$ cat config.mk
export PLATFORM = sky130hd
export DESIGN_NAME = error_injector
export DESIGN_NICKNAME = d
export VERILOG_FILES = /design/src/rtl/error_injector_pkg.sv /design/src/rtl/error_injector_lfsr.sv /design/src/rtl/error_injector.sv
export SDC_FILE = /design/constraint.sdc
export NUM_CORES = 1
export LEC_CHECK = 0
export BUFFER_PORTS_ARGS = -buffer_cell sky130_fd_sc_hd__buf_2
export CAP_MARGIN = 0
export CORE_UTILIZATION = 40
export DETAILED_ROUTE_END_ITERATION = 8
export GPL_ROUTABILITY_DRIVEN = 1
export PLACE_DENSITY = 0.6
export SLEW_MARGIN = 20
export SYNTH_ARGS = -nofsm -noshare
export SYNTH_HDL_FRONTEND = slang
export SYNTH_SLANG_ARGS = --single-unit
$ cat constraint.sdc
create_clock -name clk -period 7 [get_ports clk]
set_clock_uncertainty 0.15 [all_clocks]
set_input_delay 0.7 -clock clk [delete_from_list [all_inputs] [get_ports clk]]
set_output_delay 0.7 -clock clk [all_outputs]
set_load 0.01 [all_outputs]
$ cat src/rtl/error_injector_pkg.sv
// +-------------------------------------------------------------------------+
// | err_inj_pkg : shared types and constants for the IBERT error injector   |
// | rev 1.0                                                                 |
// +-------------------------------------------------------------------------+
`default_nettype none

package err_inj_pkg;

   typedef enum logic [1:0] {
      MODE_OFF      = 2'b00,
      MODE_SINGLE   = 2'b01,
      MODE_PERIODIC = 2'b10,
      MODE_RANDOM   = 2'b11
   } mode_e;

   localparam int          LFSR_W       = 16;
   // Fibonacci taps for x^16+x^14+x^13+x^11+1 on a right-shifting register
   localparam logic [15:0] LFSR_TAPS    = 16'h002D;
   localparam logic [15:0] DEFAULT_SEED = 16'hACE1;

endpackage

`default_nettype wire

$ cat src/rtl/error_injector_lfsr.sv
// +-------------------------------------------------------------------------+
// | err_lfsr16 : 16-bit maximal-length Fibonacci LFSR with advance enable   |
// | rev 1.0                                                                 |
// +-------------------------------------------------------------------------+
`default_nettype none

module err_lfsr16
   import err_inj_pkg::*;
#(
   parameter logic [LFSR_W-1:0] SEED = DEFAULT_SEED
) (
   input  logic              clk,
   input  logic              rst_n,
   input  logic              en,
   output logic [LFSR_W-1:0] state
);

   always_ff @(posedge clk or negedge rst_n) begin
      if (!rst_n) begin
         state <= SEED;
      end else if (en) begin
         state <= {^(state & LFSR_TAPS), state[LFSR_W-1:1]};
      end
   end

endmodule

`default_nettype wire

$ cat src/rtl/error_injector.sv
// +-------------------------------------------------------------------------+
// | error_injector : single-bit error insertion with counted injections     |
// | rev 1.0                                                                 |
// +-------------------------------------------------------------------------+
`default_nettype none

module error_injector
   import err_inj_pkg::*;
#(
   parameter int          WIDTH = 13,
   parameter int          CNT_W = 32,
   parameter logic [15:0] SEED  = DEFAULT_SEED
) (
   input  logic                     clk,
   input  logic                     rst_n,
   input  logic                     in_valid,
   input  logic [WIDTH-1:0]         in_data,
   input  logic [1:0]               mode,
   input  logic [15:0]              period,
   input  logic [15:0]              threshold,
   input  logic [$clog2(WIDTH)-1:0] bit_sel,
   input  logic                     bit_rand,
   input  logic                     single_trig,
   input  logic                     count_clr,
   output logic                     out_valid,
   output logic [WIDTH-1:0]         out_data,
   output logic [WIDTH-1:0]         out_err_mask,
   output logic [CNT_W-1:0]         err_count
);

   logic [LFSR_W-1:0] lfsr;
   logic [1:0]        prev_mode;
   logic              mode_changed;
   logic [15:0]       per_cnt;
   logic [15:0]       per_cnt_eff;
   logic [15:0]       per_cnt_nxt;
   logic              armed;
   logic              armed_eff;
   logic              armed_nxt;
   logic              decide;
   logic              inject;
   logic [8:0]        pos;
   logic              pos_ok;
   logic [WIDTH-1:0]  onehot;
   logic [WIDTH-1:0]  mask;

   err_lfsr16 #(.SEED(SEED)) u_lfsr (
      .clk   (clk),
      .rst_n (rst_n),
      .en    (in_valid),
      .state (lfsr)
   );

   // A mode switch wipes the periodic phase and any pending single shot
   // in the same cycle it is seen, so the new mode starts from a clean slate.
   assign mode_changed = (mode != prev_mode);
   assign per_cnt_eff  = mode_changed ? 16'd0 : per_cnt;
   assign armed_eff    = armed & ~mode_changed;

   always_comb begin
      onehot = '0;
      pos    = bit_rand ? 9'(32'(lfsr[7:0]) % WIDTH) : 9'(bit_sel);
      pos_ok = int'(pos) < WIDTH;
      for (int i = 0; i < WIDTH; i++) begin
         onehot[i] = (pos == 9'(i));
      end
   end

   always_comb begin
      decide      = 1'b0;
      per_cnt_nxt = per_cnt_eff;
      armed_nxt   = armed_eff | single_trig;
      case (mode)
         MODE_SINGLE: begin
            decide = armed_eff | single_trig;
         end
         MODE_PERIODIC: begin
            // >= rather than == so a period shrunk below the phase wraps at once
            if (in_valid && period != 16'd0) begin
               if (per_cnt_eff >= period - 16'd1) begin
                  decide      = 1'b1;
                  per_cnt_nxt = 16'd0;
               end else begin
                  per_cnt_nxt = per_cnt_eff + 16'd1;
               end
            end
         end
         MODE_RANDOM: begin
            decide = (lfsr < threshold);
         end
         default: begin
            decide = 1'b0;
         end
      endcase
      inject = in_valid & decide & pos_ok;
      if (inject && mode == MODE_SINGLE) begin
         armed_nxt = 1'b0;
      end
      mask = inject ? onehot : '0;
   end

   always_ff @(posedge clk or negedge rst_n) begin
      if (!rst_n) begin
         prev_mode    <= MODE_OFF;
         per_cnt      <= 16'd0;
         armed        <= 1'b0;
         out_valid    <= 1'b0;
         out_data     <= '0;
         out_err_mask <= '0;
         err_count    <= '0;
      end else begin
         prev_mode <= mode;
         per_cnt   <= per_cnt_nxt;
         armed     <= armed_nxt;
         out_valid <= in_valid;
         if (in_valid) begin
            out_data     <= in_data ^ mask;
            out_err_mask <= mask;
         end else begin
            out_err_mask <= '0;
         end
         if (count_clr) begin
            err_count <= inject ? CNT_W'(1) : '0;
         end else if (inject && err_count != {CNT_W{1'b1}}) begin
            err_count <= err_count + CNT_W'(1);
         end
      end
   end

endmodule

`default_nettype wire
* After elaboration in Yosys (flattened, before gate mapping)
Cells that the tools add are included.
Operators by class: magnitude comparators 3, div/mod/pow operators 1, multipliers 0, multiplexer cells 14, add/subtract/negate cells 3, reduce and logical (&&, ||, !) cells 7, shift operators 0, bitwise logic cells 6, eq/ne operators 17
Operators with widths (number):
- 2-to-1 mux 16 bit | 4
- 2-to-1 mux 32 bit | 2
- == test 9 x 4 -> 1 bit, second input constant | 5
- == test 9 x 3 -> 1 bit, second input constant | 4
- adder 32 x 1 -> 32 bit, second input constant | 1
- remainder unit 8 x 4 -> 32 bit, second input constant | 1
- inequality test 32 bit, second input constant | 1
- 2-to-1 mux 13 bit | 2
- == test 9 x 2 -> 1 bit, second input constant | 2
- adder 16 x 1 -> 16 bit, second input constant | 1
- >= comparator 16 bit | 1
- less-than comparator 16 bit | 1
- nonzero test 16 bit | 1
- XOR reduction 16 bit | 1
- subtractor 16 x 1 -> 16 bit, second input constant | 1
- bitwise XOR 13 bit | 1
- == test 9 x 1 -> 1 bit, second input constant | 1
- logical NOT 9 bit | 1
- less-than comparator 9 x 4 -> 1 bit, second input constant | 1
- 2-to-1 mux 9 bit | 1
- == test 2 bit, second input constant | 2
- 2-to-1 mux 1 bit | 4
- bitwise AND 1 bit | 3
- logical AND 1 bit | 3
- 6 further kinds | 6
Word-level totals: memories kept 0, register bits 94, input bits 57, word-level logic and storage cells 59, bits in latches 0, output and inout port bits 59, ROM bits 0, RAM bits 0

* Logic depth before layout (Yosys ltp)
Gate-level depths: netlist of the first run.
depth after elaboration 11, mapped depth 27, gate-level depth less buffers 23

* Hierarchy
From an unflattened synthesis of the first run, not the netlist that was laid out.
Second synthesis, totals: cells, all modules 790, area total of the unflattened synthesis 7085.5 µm²
Modules (own cells, without submodules):
- error_injector | times used 1, seq. area each 1951.9 µm², area each 6409.9 µm², cells each 752
- err_lfsr16 | times used 1, seq. area each 410.4 µm², area each 675.6 µm², cells each 38

* Least setup slack after synthesis of the first run
Ideal clock, no wire load.
kind flip-flop to flip-flop, from register u_lfsr.state[6], to register err_count[5], slack 0.980 ns, library setup time 0.128 ns, arrival time 5.742 ns, clock period less this slack 6.020 ns, cell stages (with the launch flop) 27, required time 6.722 ns, buffers on the path 4, path through dfstp_2 > buf_4 > inv_1 > a21oi_1 > ha_1 > nand3b_1 > and2_1 > buf_6 > a221o_1 > a21o_1 > and3_1 > buf_6 > o21ai_0 > ha_1 > nand4_1 > o21ai_1 > nor4b_4 > xnor2_1 > ha_1 > nand2b_1 > a221o_1 > or3_4 > a31oi_4 > a211oi_2 > buf_6 > nor4_1 > mux2_1
On the way: word-level cells in the longest chain between the ends 6, elaborated cells between the ends (all ways) 9, classes of those cells 1 x div; 2 x order compare; 2 x mux; 2 x bitwise; 2 x reduce/logical
RTL lines:
- start, declared | RTL line error_injector_lfsr.sv:15 | output logic [LFSR_W-1:0] state
- start signal, assigned | RTL line error_injector_lfsr.sv:22 | state <= {^(state & LFSR_TAPS), state[LFSR_W-1:1]};
- remainder unit 8 x 4 -> 32 bit or less-than comparator 16 bit (tied branches) | RTL line error_injector.sv:62, error_injector.sv:89
- 2-to-1 mux 9 bit or case mux 1 bit (3 select lines) (tied branches) | RTL line error_injector.sv:62, error_injector.sv:73
- less-than comparator 9 x 4 -> 1 bit or bitwise AND 1 bit (tied branches) | RTL line error_injector.sv:63, error_injector.sv:95
- bitwise AND 1 bit * | RTL line error_injector.sv:95 | inject = in_valid & decide & pos_ok;
- logical AND 1 bit * | RTL line error_injector.sv:124 | end else if (inject && err_count != {CNT_W{1'b1}}) begin
- nonzero test 2 bit (no source line) *
- end signal, assigned | RTL line error_injector.sv:123 | err_count <= inject ? CNT_W'(1) : '0;
- end signal, assigned | RTL line error_injector.sv:125 | err_count <= err_count + CNT_W'(1);
- end, declared | RTL line error_injector.sv:28 | output logic [CNT_W-1:0] err_count
Mark *: on every way between the ends. The rest lies on a longest branch, timed or not. A chain may end at the register's enable or synchronous reset.

* Worst setup path after layout of the first run
from register u_lfsr.state[6], to register err_count[16]
The elaborated chain is that of the path after synthesis.

==> impl_metrics.csv, run 1 <==
group,metric,value,unit
logic_synthesis,yosys.cell_types.count,84,
placed_design,dp.cells,1134,
floorplanning,io_pins,116,
flow_run,maxCapViolations,0,
power_and_ir_drop,total_power,3254,uW
outcome,outcome,"complete, no violations",
cts,clock_latency,0.35,ns
timing,slew_headroom,46.09,%
cts,cts_tree,"yes",
layout,fill_cells,1700,
floorplanning,die_area,0.01827,mm2
cts,cts_hold_buffers,0,
timing,rsz0062_at_grt,"false",
layout,seqCellArea,0.002364,mm2
logic_synthesis,yosys_register_bits,94,
logic_synthesis,ys_async_sr_fraction,100.0,%
cts,cts_inserted_buffers,9,
logic_synthesis,syn_area,0.007092,mm2
detailed_routing,drtPass1Iterations,5,
power_and_ir_drop,p_seq_share,21.7,%
setup_path,regToRegEndpoint,"err_count[16]",
timing,worstMarginPinSlew,0.8086,ns
detailed_routing,via_per_inst,5.559,
setup_path,worstPathMaxFanout,43,
setup_path,worstSetupStartpointType,"flop",
layout,final_area,0.008223,mm2
logic_synthesis,synth_nets,921,
layout,nets,1018,
logic_synthesis,ys_seq_area_share,33.31,%
grt,grt_usage,20.78,%
detailed_routing,ant_nets,0,
detailed_routing,route.vias.total,6398,
floorplanning,core_area,0.01730,mm2
floorplanning,die_y,135.2,um
logic_synthesis,ys_warn_count,0,
floorplanning,die_w,135.2,um
detailed_routing,drt-initial-drc-count,425,
grt,grt_pass1_vias,5941,
floorplanning,rows,48,
power_and_ir_drop,switching_share,47.16,%
timing,setup_viol,0,
layout,area_delta_synth_final,15.95,%
cts,cts_root_buffer,"clkbuf_16",
timing,slew_violations,0,
timing,min_period,6.539,ns
detailed_routing,drc,0,
power_and_ir_drop,p_per_area,395.8,mW/mm2
floorplanning,start_util,41.00,%
logic_synthesis,synth_flop_cell,"dfrtp_1",
layout,mostFrequentLayoutCells,"buf_2 (114), dfrtp_1 (85), nor2_1 (77)",
power_and_ir_drop,p_int,1719,uW
power_and_ir_drop,comb_power_share,60.3,%
logic_synthesis,synth_edf_count,0,
layout,multi_input_area,0.004395,mm2
power_and_ir_drop,p_switching,1535,uW
logic_synthesis,synthCells,823,
placed_design,place_hpwl,13.48,mm
setup_path,critPathKind,"flop to flop",
grt,gr-total-overflow,0,
setup_path,crit_required,7.09,ns
cts,clk_pin_slew,0.07,ns
grt,grt_first_pass_wirelength,30.10,mm
cts,htreeDepth,3,
power_and_ir_drop,ir_drop,0.3243,mV
logic_synthesis,synth_area_per_cell,8.617,um2
setup_path,r2r-start,"u_lfsr.state[6]",
placed_design,place_congestion,0.8898,
placed_design,placement.io_buffers,115,
layout,final_common_cell,"buf_2",
power_and_ir_drop,power.leakage,0.003694,uW
grt,grt_max_degree,58,
power_and_ir_drop,clock_power_share,18.0,%
grt,antenna_found_initial,1,
min_path,hp-class,"primary input to async pin",
placed_design,postPlaceCellArea,0.007859,mm2
setup_path,rrSetupSlack,0.46,ns
timing,finalCritPeriodShare,93.41,%
setup_path,endpoint_kind,"flop",
setup_path,reg2reg_depth,23,
timing,finalHoldViolCount,0,
detailed_routing,wl_per_cell,15.86,um
setup_path,crit_arrival,6.63,ns
timing,clock.fmax,152.9,MHz
timing,tns,0,ns
layout,fin_cells,1151,
cts,clkSinkCount,94,
timing,fin_ws,0.4613,ns
placed_design,pre_cts_ws,0.4307,ns
detailed_routing,wl,18.25,mm
layout,drive_gt1_share,19.89,%
cts,clock_path_buffers,2,
[metal layers]
metal  share of wire, %  track usage, %  up-vias
met5                  0               0        -
met4                1.8           5.993        0
met3                5.2           4.527       19
met2                 45           33.25      166
met1                 48           28.10     2987
li1                   -               -     3226
[repair_timing]
action                                  in CTS  in global routing
setup buffers                                0                  0
endpoints found under the setup margin       0                 28
gates resized for setup                      0                  2
[layout make-up]
cell class / instances / area share, %
antenna: 1 / 0.03043
clock buffer: 10 / 2.906
clock inverter: 6 / 1.430
inverter: 38 / 1.735
multi-input combinational: 650 / 53.45
sequential: 94 / 28.74
tap: 225 / 3.424
timing repair buffer: 127 / 8.278
[worst max-delay path: stages (launching register included)]
cell and delay [ns]:
dfstp_2 0.66, inv_1 0.13, a21oi_1 0.13, ha_1 0.27, nand3b_1 0.18, and2_1 0.23, a221o_1 0.41, a21o_1 0.20
and3_1 0.28, o21ai_0 0.36, ha_1 0.26, nand4_1 0.11, o21ai_2 0.27, nor4b_4 0.11, xnor2_1 0.26, ha_1 0.30
nand2b_1 0.11, a221oi_2 0.41, nand4_1 0.20, and2_1 0.22, a211oi_4 0.48, buf_12 0.27, nor3_1 0.10, mux2_1 0.32
[state kept, by name, indices dropped and copies added, names as in the netlist]
signal        flops
err_count        32
armed             1
per_cnt          16
out_err_mask     13
out_data         13
u_lfsr.state     16
out_valid         1
prev_mode         2
[cells by family after synthesis]
family / Yosys count / share of synthesized area (%)
xor+xnor: 29 / 3.581
compound gates: 210 / 20.45
flops: 94 / 33.31
fa+ha+maj: 41 / 7.234
buf+inv: 79 / 4.869
mux: 27 / 4.375
simple gates: 343 / 26.18
[power groups by stage]
stage	sequential [uW]	combinational [uW]	clock (uW)
finish	707	1960	585
global route	718	2180	617
CTS	705	1950	601
detailed placement	715	1940	0
global placement	714	1950	0
floorplan	689	1510	0
[stage by stage]
step	hold WS, ns	util, %
2_1_floorplan	0.2544	-
3_3_place_gp	0.3614	45.44
3_5_place_dp	0.3624	45.44
4_1_cts	0.1800	47.50
5_1_grt	0.1977	47.54
6_report	0.1704	47.54
[cell usage after synthesis, types with 14 or more instances]
library cell	count	area (um2)
inv_1	38	142.6
dfrtp_1	86	2152
nand2_1	60	225.2
o21ai_0	48	240.2
nor2b_1	18	112.6
nand4_1	19	118.9
a21o_1	14	105.1
and2_1	23	143.9
clkbuf_1	24	90.09
ha_1	41	513.0
nor2_1	77	289.0
a21oi_1	39	195.2
xnor2_1	18	157.7
o31ai_1	21	157.7
nand3_1	20	100.1
a31oi_1	19	118.9
or4_1	21	157.7
or3_1	14	87.58
nor3_1	25	125.1
nand2b_1	14	87.58
[worst max path at each step]
stage	start	endpoint	depth (start not counted)
finish	u_lfsr.state[6]	err_count[16]	23
CTS	u_lfsr.state[6]	err_count[16]	23
detailed placement	u_lfsr.state[6]	err_count[16]	23
floorplan	u_lfsr.state[6]	err_count[5]	26
global placement	u_lfsr.state[6]	err_count[18]	23
global route	u_lfsr.state[6]	out_data[6]	23
No activity file was read; power rests on OpenSTA's default activity.
==> inputs of run 2 (changes only) <==
--- a/config.mk
+++ b/config.mk
@@ -10,7 +10,9 @@
 export CORE_UTILIZATION = 40
 export DETAILED_ROUTE_END_ITERATION = 8
 export GPL_ROUTABILITY_DRIVEN = 1
+export MAX_ROUTING_LAYER = met4
 export PLACE_DENSITY = 0.6
+export RECOVER_POWER = 100
 export SLEW_MARGIN = 20
 export SYNTH_ARGS = -nofsm -noshare
 export SYNTH_HDL_FRONTEND = slang
==> run 2 against run 1 <==
  * The run now ends with capacitance limit, slew limit left
  * Non-clock buffer count up 11
  * Power up 0.27%
  * Highest routed layer unchanged
  * Sequential power down 2%
  * Clock power down 9.6%
  * Design area down 0.68%
==> impl_metrics.csv, run 2 (synthesis gave the netlist of run 1 again) <==
group,metric,value,unit
outcome,outcome,"complete, but fails checks",
outcome,failed_checks,"capacitance limit, slew limit",
grt,grt_max_degree,69,
cts,cts_tree,"yes",
setup_path,worstSetupStartpointType,"flop",
detailed_routing,drc,0,
layout,top_register,"err_count",
floorplanning,start_util,41.00,%
cts,clk_pin_slew,0.07,ns
floorplanning,core_area,0.01730,mm2
layout,drive_gt1_share,13.46,%
grt,antenna_found_initial,1,
cts,htreeDepth,3,
layout,area_delta_synth_final,15.16,%
detailed_routing,via_per_inst,5.559,
timing,worstMarginPinSlew,3.617,ns
timing,clock.fmax,151.3,MHz
setup_path,worstPathMaxFanout,16,
timing,tns,0,ns
timing,min_period,6.611,ns
setup_path,endpoint_kind,"flop",
cts,cts_root_buffer,"clkbuf_16",
floorplanning,die_area,0.01827,mm2
cts,cts_inserted_buffers,9,
timing,setup_viol,0,
cts,clkSinkCount,94,
grt,grt_usage,21.07,%
setup_path,r2r-start,"u_lfsr.state[6]",
setup_path,crit_arrival,6.73,ns
grt,gr-total-overflow,0,
detailed_routing,drt-initial-drc-count,447,
floorplanning,die_y,135.2,um
setup_path,reg2reg_depth,24,
placed_design,place_congestion,0.9021,
timing,fin_ws,0.3890,ns
flow_run,maxCapViolations,2,
timing,finalCritPeriodShare,94.44,%
detailed_routing,ant_nets,0,
setup_path,regToRegEndpoint,"err_count[15]",
setup_path,critical-path-top-delay-family,"compound AO/OA/AOI/OAI gates",
detailed_routing,wl,18.35,mm
setup_path,cp_num_buf_inv,3,
setup_path,crit_chain,"inv_1 -> a21oi_1 -> ha_1 -> nand3b_1 -> and2_1 -> a221o_1 -> a21oi_1 -> o21ai_0 -> nand3_1 -> o21ai_0 -> ha_1 -> o2111a_4 -> nor4b_4 -> xnor2_1 -> ha_1 -> nand2b_1 -> a221o_1 -> or3_4 -> a31oi_4 -> a211oi_1 -> buf_12 -> clkbuf_4 -> or4_1 -> a21oi_1",
floorplanning,io_pins,116,
floorplanning,die_w,135.2,um
layout,nets,1029,
layout,mostFrequentLayoutCells,"dfrtp_1 (86), nor2_1 (77), clkbuf_1 (66)",
layout,final_common_cell,"dfrtp_1",
layout,fill_cells,1756,
floorplanning,rows,48,
cts,clock_latency,0.35,ns
power_and_ir_drop,p_per_area,399.6,mW/mm2
setup_path,cp_slowest_stage_delay,0.66,ns
power_and_ir_drop,total_power,3263,uW
placed_design,pre_cts_ws,0.4433,ns
grt,grt_first_pass_wirelength,29.70,mm
setup_path,worstSetupPathDepth,24,
detailed_routing,route.vias.total,6460,
timing,finalHoldViolCount,0,
detailed_routing,wl_per_cell,15.79,um
timing,slew_headroom,-141.1,%
power_and_ir_drop,power.leakage,0.003472,uW
placed_design,placement.io_buffers,115,
cts,cts_hold_buffers,0,
setup_path,critical_path.endpoint,"err_count[15]",
layout,reg_top3,"err_count x32, per_cnt x16, u_lfsr.state x16",
setup_path,crit_required,7.11,ns
timing,slew_violations,122,
timing,rsz0062_at_grt,"false",
layout,multi_input_area,0.004375,mm2
setup_path,critPathKind,"flop to flop",
placed_design,place_hpwl,13.81,mm
detailed_routing,drtPass1Iterations,4,
setup_path,critPathLaunch,"u_lfsr.state[6]",
layout,seqCellArea,0.002362,mm2
setup_path,critPathSlowestCell,"dfstp_2",
cts,clock_path_buffers,2,
power_and_ir_drop,ir_drop,0.1837,mV
layout,largest_register_ffs,32,
min_path,hp-class,"flop to flop",
grt,grt_pass1_vias,5950,
setup_path,rrSetupSlack,0.39,ns
==> run 2: power by group <==
part | switching (uW) | internal, uW
sequential | 69.0 | 627
clock | 215 | 314
combinational | 1250 | 790
total | 1530 | 1730
==> run 2: metal layers <==
metal	vias up	share of wire (%)	global-route usage, %
met2	167	46	32.59
li1	3254	-	-
met4	0	1.5	4.931
met3	18	4.3	3.629
met5	-	0	-
met1	3021	48	28.65
==> run 2: cell type report <==
type                    count  area share (%)
inverters                  38           1.747
clock inverters             7           1.180
repair buffers            138           8.335
clock buffers               9           2.758
flip-flops and latches     94           28.93
diodes                      1         0.03064
multi-input cells         650           53.58
well taps                 225           3.447
==> run 2: worst min path at each step <==
| stage | start | to | slack [ns] | cells past startpoint |
|---|---|---|---|---|
| 2_1_floorplan | rst_n | armed | 0.25 | 0 |
| 4_1_cts | rst_n | err_count[15] | 0.11 | 1 |
| 3_5_place_dp | armed | armed | 0.36 | 2 |
| 5_1_grt | u_lfsr.state[12] | u_lfsr.state[12] | 0.41 | 1 |
| 6_report | armed | armed | 0.38 | 2 |
| 3_3_place_gp | armed | armed | 0.36 | 2 |
==> run 2: metrics by stage <==
step	cell area, um2	utilization (%)	instances	hold WS (ns)
detailed placement	7881	45.57	1137	0.3607
finish	8167	47.22	1162	0.3763
global route	8167	47.22	1162	0.4122
global placement	7881	45.57	1137	0.3558
floorplan	7092	-	823	0.2544
CTS	8203	47.42	1153	0.1111
==> run 2: what timing repair did <==
action                     4_1_cts  5_1_grt
gates resized for setup          0        1
buffers inserted                 0        8
setup endpoints to repair        0       36
==> run 2: worst register-to-register path: stages (launching register included) <==
cell	delay [ns]
dfstp_2	0.66
inv_1	0.12
a21oi_1	0.15
ha_1	0.28
nand3b_1	0.18
and2_1	0.24
a221o_1	0.41
a21oi_1	0.23
o21ai_0	0.13
nand3_1	0.10
o21ai_0	0.15
ha_1	0.25
o2111a_4	0.31
nor4b_4	0.40
xnor2_1	0.23
ha_1	0.30
nand2b_1	0.11
a221o_1	0.38
or3_4	0.42
a31oi_4	0.19
a211oi_1	0.10
buf_12	0.17
clkbuf_4	0.20
or4_1	0.52
a21oi_1	0.16
